<file path="config.mk">
export PLATFORM = sky130hd
export DESIGN_NAME = mod_addsub_pipe
export DESIGN_NICKNAME = d
export VERILOG_FILES = /design/src/rtl/mod_addsub_pipe.sv
export SDC_FILE = /design/constraint.sdc
export NUM_CORES = 1
export LEC_CHECK = 0
export CAP_MARGIN = 20
export CORE_ASPECT_RATIO = 1.1
export CORE_MARGIN = 4
export CORE_UTILIZATION = 53
export DETAILED_ROUTE_END_ITERATION = 6
export MAX_ROUTING_LAYER = met4
export PLACE_DENSITY = 0.76
export SYNTH_ARGS = -nofsm -noshare
export SYNTH_HDL_FRONTEND = slang
export SYNTH_SLANG_ARGS = --single-unit
</file>
<file path="constraint.sdc">
create_clock -name clk -period 4.7 [get_ports clk]
set_input_delay 1.41 -clock clk [delete_from_list [all_inputs] [get_ports clk]]
set_output_delay 1.41 -clock clk [all_outputs]
set_load 0.02 [all_outputs]
</file>
<file path="src/rtl/mod_addsub_pipe.sv">
// Purpose : multi-lane modular add/sub butterfly back-end (Kyber) with Dilithium bypass
// Latency : 2 cycles from in_valid to out_valid, one beat per cycle
// Backpr. : none; in_valid gaps appear as out_valid gaps
//
// Ports:
//   clk, rst        clock, synchronous active-high reset
//   in_valid        din beat valid
//   sel_a           2'b10 = AH from the per-lane delay line, else AH direct
//   mode            0 = Kyber add/sub, 1 = Dilithium bypass
//   clr             clears fill counter and err (err then reflects the current beat only)
//   din/dout        LANES lanes of {AH, AL} / {sum, diff} (or the bypassed word)
//   out_valid, err  dout valid; sticky Kyber-mode operand range error
//
// Build option: define MOD_ADDSUB_HALF_EN to halve Kyber results mod Q (INTT scaling).
module mod_addsub_pipe #(
  parameter int W     = 12,
  parameter int Q     = 3329,
  parameter int LANES = 2,
  parameter int DEPTH = 7
) (
  input  logic                   clk,
  input  logic                   rst,
  input  logic                   in_valid,
  input  logic [1:0]             sel_a,
  input  logic                   mode,
  input  logic                   clr,
  input  logic [LANES*2*W-1:0]   din,
  output logic [LANES*2*W-1:0]   dout,
  output logic                   out_valid,
  output logic                   err
);

  localparam int          FW = $clog2(DEPTH + 1);
  localparam logic [W:0]  QW = (W + 1)'(Q);
  localparam logic [FW-1:0] FULL = FW'(DEPTH);

  // state
  logic [W-1:0]         r_dl [LANES][DEPTH];
  logic [FW-1:0]        r_fill;
  logic [LANES*2*W-1:0] r_s1_dat;
  logic                 r_s1_mode;
  logic                 r_v1;
  logic [LANES*2*W-1:0] r_dout;
  logic                 r_out_valid;
  logic                 r_err;

  // stage 1 combinational
  logic                 w_sel_dl;
  logic                 w_v1;
  logic                 w_viol;
  logic [LANES*2*W-1:0] w_s1_dat;
  logic [W-1:0]         w_ah_dir [LANES];

  always_comb begin
    logic [W-1:0] w_ah_sel;
    logic [W-1:0] w_al;
    w_sel_dl = (sel_a == 2'b10);
    w_s1_dat = '0;
    w_viol   = 1'b0;
    w_ah_sel = '0;
    w_al     = '0;
    for (int l = 0; l < LANES; l++) begin
      w_ah_dir[l] = din[l*2*W+W +: W];
      w_al        = din[l*2*W +: W];
      // delay-line tap is the AH accepted DEPTH beats ago
      w_ah_sel    = w_sel_dl ? r_dl[l][DEPTH-1] : w_ah_dir[l];
      w_s1_dat[l*2*W +: 2*W] = mode ? din[l*2*W +: 2*W] : {w_ah_sel, w_al};
      if (({1'b0, w_ah_sel} >= QW) || ({1'b0, w_al} >= QW))
        w_viol = 1'b1;
    end
    w_viol = w_viol & in_valid & ~mode;
    // until DEPTH beats have been accepted the delay-line tap holds stale data
    w_v1   = in_valid & ~(w_sel_dl & (r_fill < FULL));
  end

  always_ff @(posedge clk) begin
    if (rst) begin
      for (int l = 0; l < LANES; l++)
        for (int d = 0; d < DEPTH; d++)
          r_dl[l][d] <= '0;
      r_fill    <= '0;
      r_s1_dat  <= '0;
      r_s1_mode <= 1'b0;
      r_v1      <= 1'b0;
      r_err     <= 1'b0;
    end else begin
      // delay line advances only on accepted beats, in every mode
      if (in_valid) begin
        for (int l = 0; l < LANES; l++) begin
          r_dl[l][0] <= w_ah_dir[l];
          for (int d = 1; d < DEPTH; d++)
            r_dl[l][d] <= r_dl[l][d-1];
        end
      end
      if (clr)
        r_fill <= in_valid ? FW'(1) : '0;
      else if (in_valid && (r_fill != FULL))
        r_fill <= r_fill + FW'(1);
      if (in_valid) begin
        r_s1_dat  <= w_s1_dat;
        r_s1_mode <= mode;
      end
      r_v1 <= w_v1;
      if (clr)
        r_err <= w_viol;
      else if (w_viol)
        r_err <= 1'b1;
    end
  end

  // stage 2 combinational: modular add/sub per lane
  logic [LANES*2*W-1:0] w_s2_dat;

  always_comb begin
    logic [W:0] w_sum;
    logic [W:0] w_dif;
    w_s2_dat = r_s1_dat;
    w_sum    = '0;
    w_dif    = '0;
    if (!r_s1_mode) begin
      for (int l = 0; l < LANES; l++) begin
        w_sum = {1'b0, r_s1_dat[l*2*W+W +: W]} + {1'b0, r_s1_dat[l*2*W +: W]};
        if (w_sum >= QW)
          w_sum = w_sum - QW;
        // a borrow sets bit W; adding Q wraps back into [0, Q)
        w_dif = {1'b0, r_s1_dat[l*2*W+W +: W]} - {1'b0, r_s1_dat[l*2*W +: W]};
        if (w_dif[W])
          w_dif = w_dif + QW;
`ifdef MOD_ADDSUB_HALF_EN
        // x/2 mod Q: odd x becomes even after adding the (odd) modulus
        w_sum = w_sum[0] ? ((w_sum + QW) >> 1) : (w_sum >> 1);
        w_dif = w_dif[0] ? ((w_dif + QW) >> 1) : (w_dif >> 1);
`endif
        w_s2_dat[l*2*W +: 2*W] = {w_sum[W-1:0], w_dif[W-1:0]};
      end
    end
  end

  always_ff @(posedge clk) begin
    if (rst) begin
      r_dout      <= '0;
      r_out_valid <= 1'b0;
    end else begin
      r_out_valid <= r_v1;
      if (r_v1)
        r_dout <= w_s2_dat;
    end
  end

  assign dout      = r_dout;
  assign out_valid = r_out_valid;
  assign err       = r_err;

endmodule

</file>
==> Yosys cells after proc, flatten, opt, wreduce, memory -nomap -nowiden <==
Memories as Yosys holds them, arrays and structs flattened.
Index checks and enable logic that the tools add are counted.
{ "classes": {"n_reduce_logical": 5, "muxes": 35, "eq_ne": 2, "add_sub_neg": 9, "magnitude_cmp": 7, "bitwise": 20} }
{ "op_table": {"columns": ["op", "count"], "rows": [
  ["$mux 12", 20],
  ["$ge 12x12->1 const B", 4],
  ["$mux 24", 2],
  ["$mux 48", 1],
  ["$add 12x12->13", 2],
  ["$ge 13x12->1 const B", 2],
  ["$sub 12x12->13", 2],
  ["$add 12x12->12 const B", 2],
  ["$sub 12x12->12 const B", 2],
  ["$or 1x1->1", 14],
  ["$mux 1", 10],
  ["$mux 3", 2],
  ["$and 1x1->1", 4],
  ["$reduce_bool 2->1", 2],
  ["$add 3x1->3 const B", 1],
  ["$lt 3x3->1 const B", 1],
  ["$ne 3x3->1 const B", 1],
  ["$eq 2x2->1 const B", 1],
  ["$logic_or 1x1->1", 2],
  ["$not 1->1", 2],
  ["$logic_and 1x1->1", 1]
]} }
{ "totals": {"out_inout_bits": 50, "mem_count": 1, "elab_cells": 86, "regBits": 103, "ram_bits": 168} }
{ "mem_list": {"columns": ["memory", "words", "width", "read_ports", "rd_ports_with_merged_regs", "write_ports", "line_no", "source"], "rows": [
  ["r_dl", 2, 84, 2, 0, 2, "38", "logic [W-1:0] r_dl [LANES][DEPTH];"]
]} }

==> Logic depth before layout (Yosys ltp) <==
Gate-level depths: netlist of the first run.
{ "logic_depth": {"depth_word": 10, "mapped_depth": 14, "depth_no_buf": 13} }

==> Worst setup path before layout of the first run <==
No wires, ideal clock.
{ "synth_path": {"path_type": "input-to-reg", "from": "input rst", "to": "memory r_dl[0][0] in the netlist's numbering (enable)", "setup_ps": 457, "n_path_buf": 2, "t_arrival_ps": 4025, "path_slack_ps": 217, "required_ps": 4243, "cell_stages": 3, "cell_sequence": "clkbuf_1 -> clkbuf_1 -> or2_2"} }
{ "synth_rtl": {"columns": ["item", "line_no", "source"], "rows": [
  ["start, declared", "22", "input logic rst,"],
  ["end, declared", "38", null]
]} }

==> Worst setup path in the final report of the first run <==
{ "layout_path": {"from": "register r_s1_dat[24]", "to": "register r_dout[40], in the netlist dout[40]"} }
{ "layout_between": {"elab_chain_cells": 4, "word_cells_on_any_way": 5, "cone_classes": "2 x add/sub; 1 x order compare; 2 x mux"} }
{ "layout_rtl": {"columns": ["item", "line_no", "source"], "rows": [
  ["start, declared", "40", "logic [LANES*2*W-1:0] r_s1_dat;"],
  ["start signal, assigned", "100", "r_s1_dat <= w_s1_dat;"],
  ["$add 12x12->13 *", "122", "w_sum = {1'b0, r_s1_dat[l*2*W+W +: W]} + {1'b0, r_s1_dat[l*2*W +: W]};"],
  ["$sub 12x12->12 / $ge 13x12->1 (equally long branches)", "124, 123", null],
  ["$mux 12 *", "123", "if (w_sum >= QW)"],
  ["$mux 48 *", "120", "if (!r_s1_mode) begin"],
  ["end signal, assigned", "146", "r_dout <= w_s2_dat;"],
  ["end, declared", "43", "logic [LANES*2*W-1:0] r_dout;"]
]} }
Mark *: on every way between the ends. The rest lies on a longest branch, timed or not.
A chain may end at the register's enable or synchronous reset.

==> metrics.txt, run 1 <==
outcome finished, violations left; failing checks DRC; met2 WL approximately 15 mm; mean post-synth cell area 10.5 sq um; Final #Nets between 1500 and 2000; post-synthesis sequential area ratio 50.7%; Worst Tran Pin Value around 1.1 ns; Synth Register Bits 271; fin crit period between 3 and 4 ns; final non-filler cell total around 1800; Initial Utilization between 50% and 60%; delay-heaviest family, CP compound AO/OA/AOI/OAI gates; die width about 160 um; Post-CTS Setup Bufs 0; CP Cell Sequence ha_1, fa_1, nor2b_1, o21ai_0, a2111oi_0, a211oi_1, a31oi_4, o22ai_2, and3b_1, xor2_1, o22ai_1; Post-CTS Hold Buffers 0; cell count along the critical path 11; worst skew pair latency 0.54 ns; grt total ovfl 0; xor/xnor cell area share of the yosys netlist between 3 and 4%; Peak VDD IR between 0.2 and 0.25 mV; Resized Gates After CTS 0; die footprint about 29000 sq um; leakage dissipation 0.00630 uW; Max-slew headroom 28.1%; Synth Warn # 0; worst path bufs/invs 0; Routability Congestion 0.926; RSZ-0062 raised after global routing no; power after layout approximately 6300 uW; GRT Util Overall a little under a quarter; Post-Syn Nets 1446; # rows 62; design area approximately 16000 sq um; Final Slew Violations 0; CP max-delay cell a211oi_1; HP Class flip-flop to flip-flop; Syn-to-layout area delta 16.4%; Post-Place Worst Slack about 1.1 ns; Layout fillers ~2100; Worst Setup SP r_s1_dat[24]; largest net degree at the start of global routing 169; DR iter-0 viols 852; R2R setup slack 1.0 ns; Synth Area in Adders under 10%; FMAX 0.270 GHz; R2R Path End dout[40]; library cells used by synthesis 83; Reg clk slew, reported paths 0.07 ns; vias in the first global route between 9000 and 10000; Critical Path Sink Type flip-flop; DRT Wirelength around 33 mm; CP Max Fanout 11; part of the cycle the worst path needs roughly four fifths; DR pass1 iterations 7; Max-Cap Viols 0; CTS HTree Levels 1; Worst Path Arrival slightly above 4 ns; core area between 20000 and 30000 sq um; DP Area ~15000 sq um; # DRC 3; initial antenna violation count 0; CTS tree done; setup violation total in the final timing report 0; routed vias slightly above 10000; Synth Area in Compound Gates a little over an eighth; Worst setup endpoint dout[40]; setup TNS 0 ns; Setup Skew around 0.0087 ns; IO Pins about 110; Simple-Gate Fraction of Synth Area 18.8%; ANT cells 0; post-route setup slack roughly 1 ns; root buffer cell clkbuf_16; power per cell area between 300 and 400 nW/um^2; Vias/cell roughly 5.7; met3 routed WL 1.96 mm; final antenna-violating net count 0; CTS max path bufs 3; IO Port Bufs ~100; Reg2Reg Depth 11; CP Class flip-flop to flip-flop; DR WL/cell 18.7 um; Hold Violations, Final 0; Die Ht approximately 180 um; clock sink count approximately 270; mapped cell area 14000 sq um; Critical Path Source Type flip-flop; FF-to-FF Start r_s1_dat[24]; mux cell area share after synthesis ~4.6%; met1 wire length 15.4 mm; first-pass GRT wire length 52.0 mm; CP Data Required Time 5.07 ns; ratio of cells with drive above 1 in the final layout 5.73%; HPWL Detailed 23.3 mm; largest family of logic cells by synthesized area simple AND/OR/NAND/NOR gates; Top Layer Used met4; placed cells 1731; Num CTS Buffers 29; Synth Instances ~1300; post-synthesis async set-or-reset flop share 0%; Synth Flop Type edfxtp_1; slowest cell delay on critical path approximately 0.64 ns; EDFF count, synth about 170
## stage by stage
stage,hold slack (ns),util [%]
6_report,0.466,62.7
5_1_grt,0.490,62.7
4_1_cts,0.462,62.7
3_5_place_dp,0.456,59.0
3_3_place_gp,0.452,59.0
2_1_floorplan,0.463,-
## cells in the final DEF, fill, tap and decap left out, types with 6 or more instances in the layout
cell             Yosys  layout
o21ai_0             42      42
nor3_1              24      24
nor4_1              13      13
and2_1             171     171
clkbuf_16            0      29
a211oi_1            29      29
o22ai_1             22      22
a22oi_1             17      17
clkdlybuf4s50_1      0     102
xnor2_1             38      38
ha_1                56      56
or3_1               10      10
nand2b_1            14      14
nor2b_1             17      17
nand2_1             60      60
dfxtp_1            103     103
nor2_1             119     116
a21boi_0             6       6
a21o_1               8       8
a31oi_1             10      10
edfxtp_1           168     168
a311oi_1             6       6
a2111oi_0            6       6
clkinv_1             2       9
a21oi_1             48      48
buf_4                1      14
inv_1               53      53
mux2i_1             64      64
xor2_1              18      18
o21a_1               9       9
nand3_1             20      20
## layout make-up
type	instances	area, sq um	area share [%]
clock buffers	33	741	4.53
multi-input cells	935	6450	39.5
flip-flops and latches	271	7110	43.5
well taps	352	440	2.70
clock inverters	19	220	1.35
inverters	55	206	1.26
repair buffers	118	1170	7.14
## kinds of logic (layout without fill, tap and decap cells)
| family | after synthesis | count (layout) |
|---|---|---|
| fa+ha+maj | 60 | 60 |
| compound gates | 264 | 264 |
| simple gates | 489 | 489 |
| mux | 65 | 65 |
| xor+xnor | 57 | 57 |
| flops | 271 | 271 |
| buf+inv | 125 | 225 |
## Yosys cell counts (5+ instances only)
master / number / area share (%)
a2111oi_0: 6 / 0.37
a211oi_1: 29 / 1.6
a21boi_0: 6 / 0.32
a21o_1: 8 / 0.43
a21oi_1: 48 / 1.7
a22oi_1: 17 / 0.91
a311oi_1: 6 / 0.37
a31oi_1: 10 / 0.45
and2_1: 171 / 7.6
and3_1: 5 / 0.22
clkbuf_1: 62 / 1.7
dfxtp_1: 103 / 15
edfxtp_1: 168 / 36
ha_1: 56 / 5.0
inv_1: 53 / 1.4
mux2i_1: 64 / 4.6
nand2_1: 60 / 1.6
nand2b_1: 14 / 0.62
nand3_1: 20 / 0.71
nand3b_1: 5 / 0.27
nor2_1: 119 / 3.2
nor2b_1: 17 / 0.76
nor3_1: 24 / 0.86
nor3b_1: 5 / 0.27
nor4_1: 13 / 0.58
o21a_1: 9 / 0.48
o21ai_0: 42 / 1.5
o21bai_1: 5 / 0.27
o221ai_1: 5 / 0.31
o22ai_1: 22 / 0.98
or2_2: 6 / 0.27
or3_1: 10 / 0.45
xnor2_1: 38 / 2.4
xor2_1: 18 / 1.1
## flip-flops by register name, summed over array words and instances (netlist names)
name       count
out_valid      1
r_dl         168
dout          48
r_fill         3
err            1
r_s1_dat      48
r_s1_mode      1
r_v1           1
## routing by layer
| layer | up-vias | track usage (%) |
|---|---|---|
| met2 | 278 | 36.2 |
| met1 | 4863 | 31.6 |
| met5 | - | - |
| li1 | 4957 | - |
| met4 | 0 | 6.01 |
| met3 | 51 | 3.58 |
## tightest hold or removal path, stage by stage, from the launching register on
cell and delay, ns:
dfxtp_1 0.33, nand2_1 0.05, o21ai_0 0.06
## where the power goes
part / switching (uW) / internal, uW
logic: 696 / 495
registers: 83.8 / 2690
clock network: 923 / 1400
## worst min path at each step
stage          slack (ns)      start  cells past startpoint         to
3_5_place_dp         0.46   dout[36]                      2   dout[36]
3_3_place_gp         0.45   dout[36]                      2   dout[36]
5_1_grt              0.49   dout[36]                      2   dout[36]
4_1_cts              0.46   dout[36]                      2   dout[36]
2_1_floorplan        0.46  r_fill[0]                      2  r_fill[0]
6_report             0.47   dout[36]                      2   dout[36]
No activity file was read; power rests on OpenSTA's default activity.
==> inputs of run 2 (changes only) <==
==> constraint.sdc (replaced) <==
create_clock -name clk -period 3.2 [get_ports clk]
set_input_delay 0.96 -clock clk [delete_from_list [all_inputs] [get_ports clk]]
set_output_delay 0.96 -clock clk [all_outputs]
set_load 0.02 [all_outputs]
==> run 2 against run 1 <==
Effect of this change:
- the flow now finishes without violations
- routed wire length increased by 5.8%
- setup slack lost 0.91 ns
- worst hold slack about the same
- combinational power up 71%
- clock power grew 50%
- power increased by 53%
- first-iteration DRC count rose by 18%
- critical path depth grew 4
- non-clock buffer count increased by 97
- count of clock-buffer cells in the layout decreased by 2
- via count is 3.7% higher
- critical path type unchanged
- critical endpoint is now dout[45]
- largest cell class unchanged
==> metrics.txt, run 2 (synthesized netlist as in run 1, its figures left out) <==
setup violation total in the final timing report 0 (unchanged); first-pass GRT wire length 55.3 mm (+6.3%); Peak VDD IR 0.451 mV (+110%); CP Cell Sequence ha_4, fa_2, nor2b_4, o21ai_0, buf_4, a21oi_1, xnor2_1, buf_4, buf_4, nor3_1, buf_4, a41oi_1, o22ai_1, o21bai_1, a21oi_1; Routability Congestion 0.994 (+7.4%); # DRC 0 (-3); DR pass1 iterations 6 (-1); outcome finished clean; met1 GRT Util 33.7% (+2.1 points); Reg clk slew, reported paths 0.06 ns (about the same); FF/Latch Area 7120 sq um (+0.19%); grt met2 use 39.1% (+2.9 points); root buffer cell clkbuf_16; FMAX 0.321 GHz (+19%); IO Pins 105 (unchanged); Initial Utilization 53.8% (unchanged); met3 Usage GRT 3.74% (+0.16 points); HPWL Detailed 25.4 mm (+9.1%); Critical Path Source Type flip-flop; Biggest register r_dl; ratio of cells with drive above 1 in the final layout 15.0% (+9.2 points); CP Data Required Time 3.62 ns (-1.45 ns); Worst Path Arrival 3.54 ns (-0.53 ns); commonest non-fill, non-tap cell in the layout and2_1; power after layout 9600 uW (+53%); CP Max Fanout 4 (-7); Max-slew headroom 29.8% (+1.6 points); Vias/cell 5.59 (-1.8%); largest net degree at the start of global routing 169 (unchanged); Layout fillers 2026 (-5.2%); part of the cycle the worst path needs 97.4% (+19 points); post-route setup slack 0.0846 ns (-0.913 ns); initial antenna violation count 0 (unchanged); CP Class flip-flop to flip-flop; Max-Cap Viols 0 (unchanged); die width 163 um (unchanged); core area 26100 sq um (unchanged); DRT Wirelength 35.4 mm (+5.8%); routed vias 10526 (+3.7%); slowest cell delay on critical path 0.42 ns (-0.22 ns); Final Slew Violations 0 (unchanged); fin crit period 3.12 ns (-0.587 ns); R2R setup slack 0.08 ns (-0.91 ns); die footprint 29100 sq um (unchanged); IO Port Bufs 104 (unchanged); most frequent cells in the layout and2_1 (171), edfxtp_1 (168), nor2_1 (114), buf_4 (104), clkdlybuf4s50_1 (102); CP max-delay cell fa_2; CTS max path bufs 3 (unchanged); vias in the first global route 10101 (+4.9%); Setup Skew 0.0111 ns (+0.00239 ns); area of the multi-input gates 6760 sq um (+4.8%); most used cell, CP buf_4; grt total ovfl 0 (unchanged); Num CTS Buffers 29 (unchanged); Hold Violations, Final 0 (unchanged); RSZ-0062 raised after global routing yes; GRT Util Overall 24.6% (+1.6 points); Post-CTS Hold Buffers 0 (unchanged); leakage dissipation 0.00684 uW (+8.5%); Worst Tran Pin Value 1.05 ns (-0.0246 ns); DR WL/cell 18.8 um (+0.20%); # rows 62 (unchanged); CTS tree done; clock sink count 271 (unchanged); power per cell area 549 nW/um^2 (+43%); global routing's busiest layer met2; final antenna-violating net count 0 (unchanged); Final #Nets 1623 (+6.4%); placed cells 1824 (+5.4%); DR iter-0 viols 1009 (+18%); Die Ht 179 um (unchanged); HP Class flip-flop to flip-flop; final non-filler cell total 1883 (+5.6%); ANT cells 0 (unchanged); Syn-to-layout area delta 24.5%; worst skew pair latency 0.56 ns (+0.02 ns); Critical Path Sink Type flip-flop; CTS HTree Levels 1 (unchanged); Post-Place Worst Slack -0.126 ns (-1.18 ns); max reg flops 168 (unchanged)
-- run 2: cell types whose count changed in the layout (fill, tap and decap cells not counted), sizes merged --
| cell | change |
|---|---|
| inv | +1 |
| clkbuf | -2 |
| a31oi | +1 |
| buf | +97 |
| clkinv | +3 |
-- run 2: path summary, 6_finish.rpt --
check / endpoint / cells after the start / start
setup / recovery: dout[45] / 15 / r_s1_dat[24]
hold / removal: dout[45] / 2 / dout[45]
setup reg to reg: dout[45] / 15 / r_s1_dat[24]
hold reg to reg: dout[45] / 2 / dout[45]
-- run 2: critical path, delay by kind of cell, from the launching register on --
kind | cells | cell delay (ns)
flops | 1 | 0.36
compound gates | 6 | 0.99
fa+ha+maj | 2 | 0.58
buf+inv | 4 | 0.62
simple gates | 2 | 0.20
xor+xnor | 1 | 0.23
-- run 2: what timing repair did --
| action | in CTS | in global routing |
|---|---|---|
| gates resized for setup | 8 | 56 |
| buffers inserted | 0 | 4 |
| gates cloned | 0 | 1 |
| endpoints found under the setup margin | 12 | 34 |
| pin swaps | 0 | 22 |
-- run 2: through the flow --
| stage | hold slack, ns | setup TNS [ns] | area [sq um] | utilization (%) |
|---|---|---|---|---|
| global placement | 0.439 | -0.700 | 16100 | 61.8 |
| detailed placement | 0.455 | -0.658 | 16100 | 61.8 |
| finish | 0.466 | 0 | 17500 | 67.0 |
| CTS | 0.465 | 0 | 17100 | 65.8 |
| global route | 0.495 | -0.0125 | 17500 | 67.0 |
| floorplan | 0.463 | 0 | 14000 | - |
-- run 2: cell type report --
class / count / share of cell area [%]
well taps: 352 / 2.52
clock buffers: 31 / 4.20
multi-input cells: 936 / 38.7
repair buffers: 215 / 11.1
clock inverters: 23 / 1.53
inverters: 55 / 1.18
flip-flops and latches: 271 / 40.8
-- run 2: per-layer routing --
layer	wire [um]	share of wire (%)
met1	16300	46
met2	16400	46
met3	2020	5.7
met4	691	2.0
met5	0	0
-- run 2: where the power goes --
group / total [uW] / internal (uW) / switching, uW
registers: 4060 / 3950 / 118
logic: 2040 / 929 / 1110
clock network: 3490 / 2070 / 1420
total: 9600 / 6950 / 2650
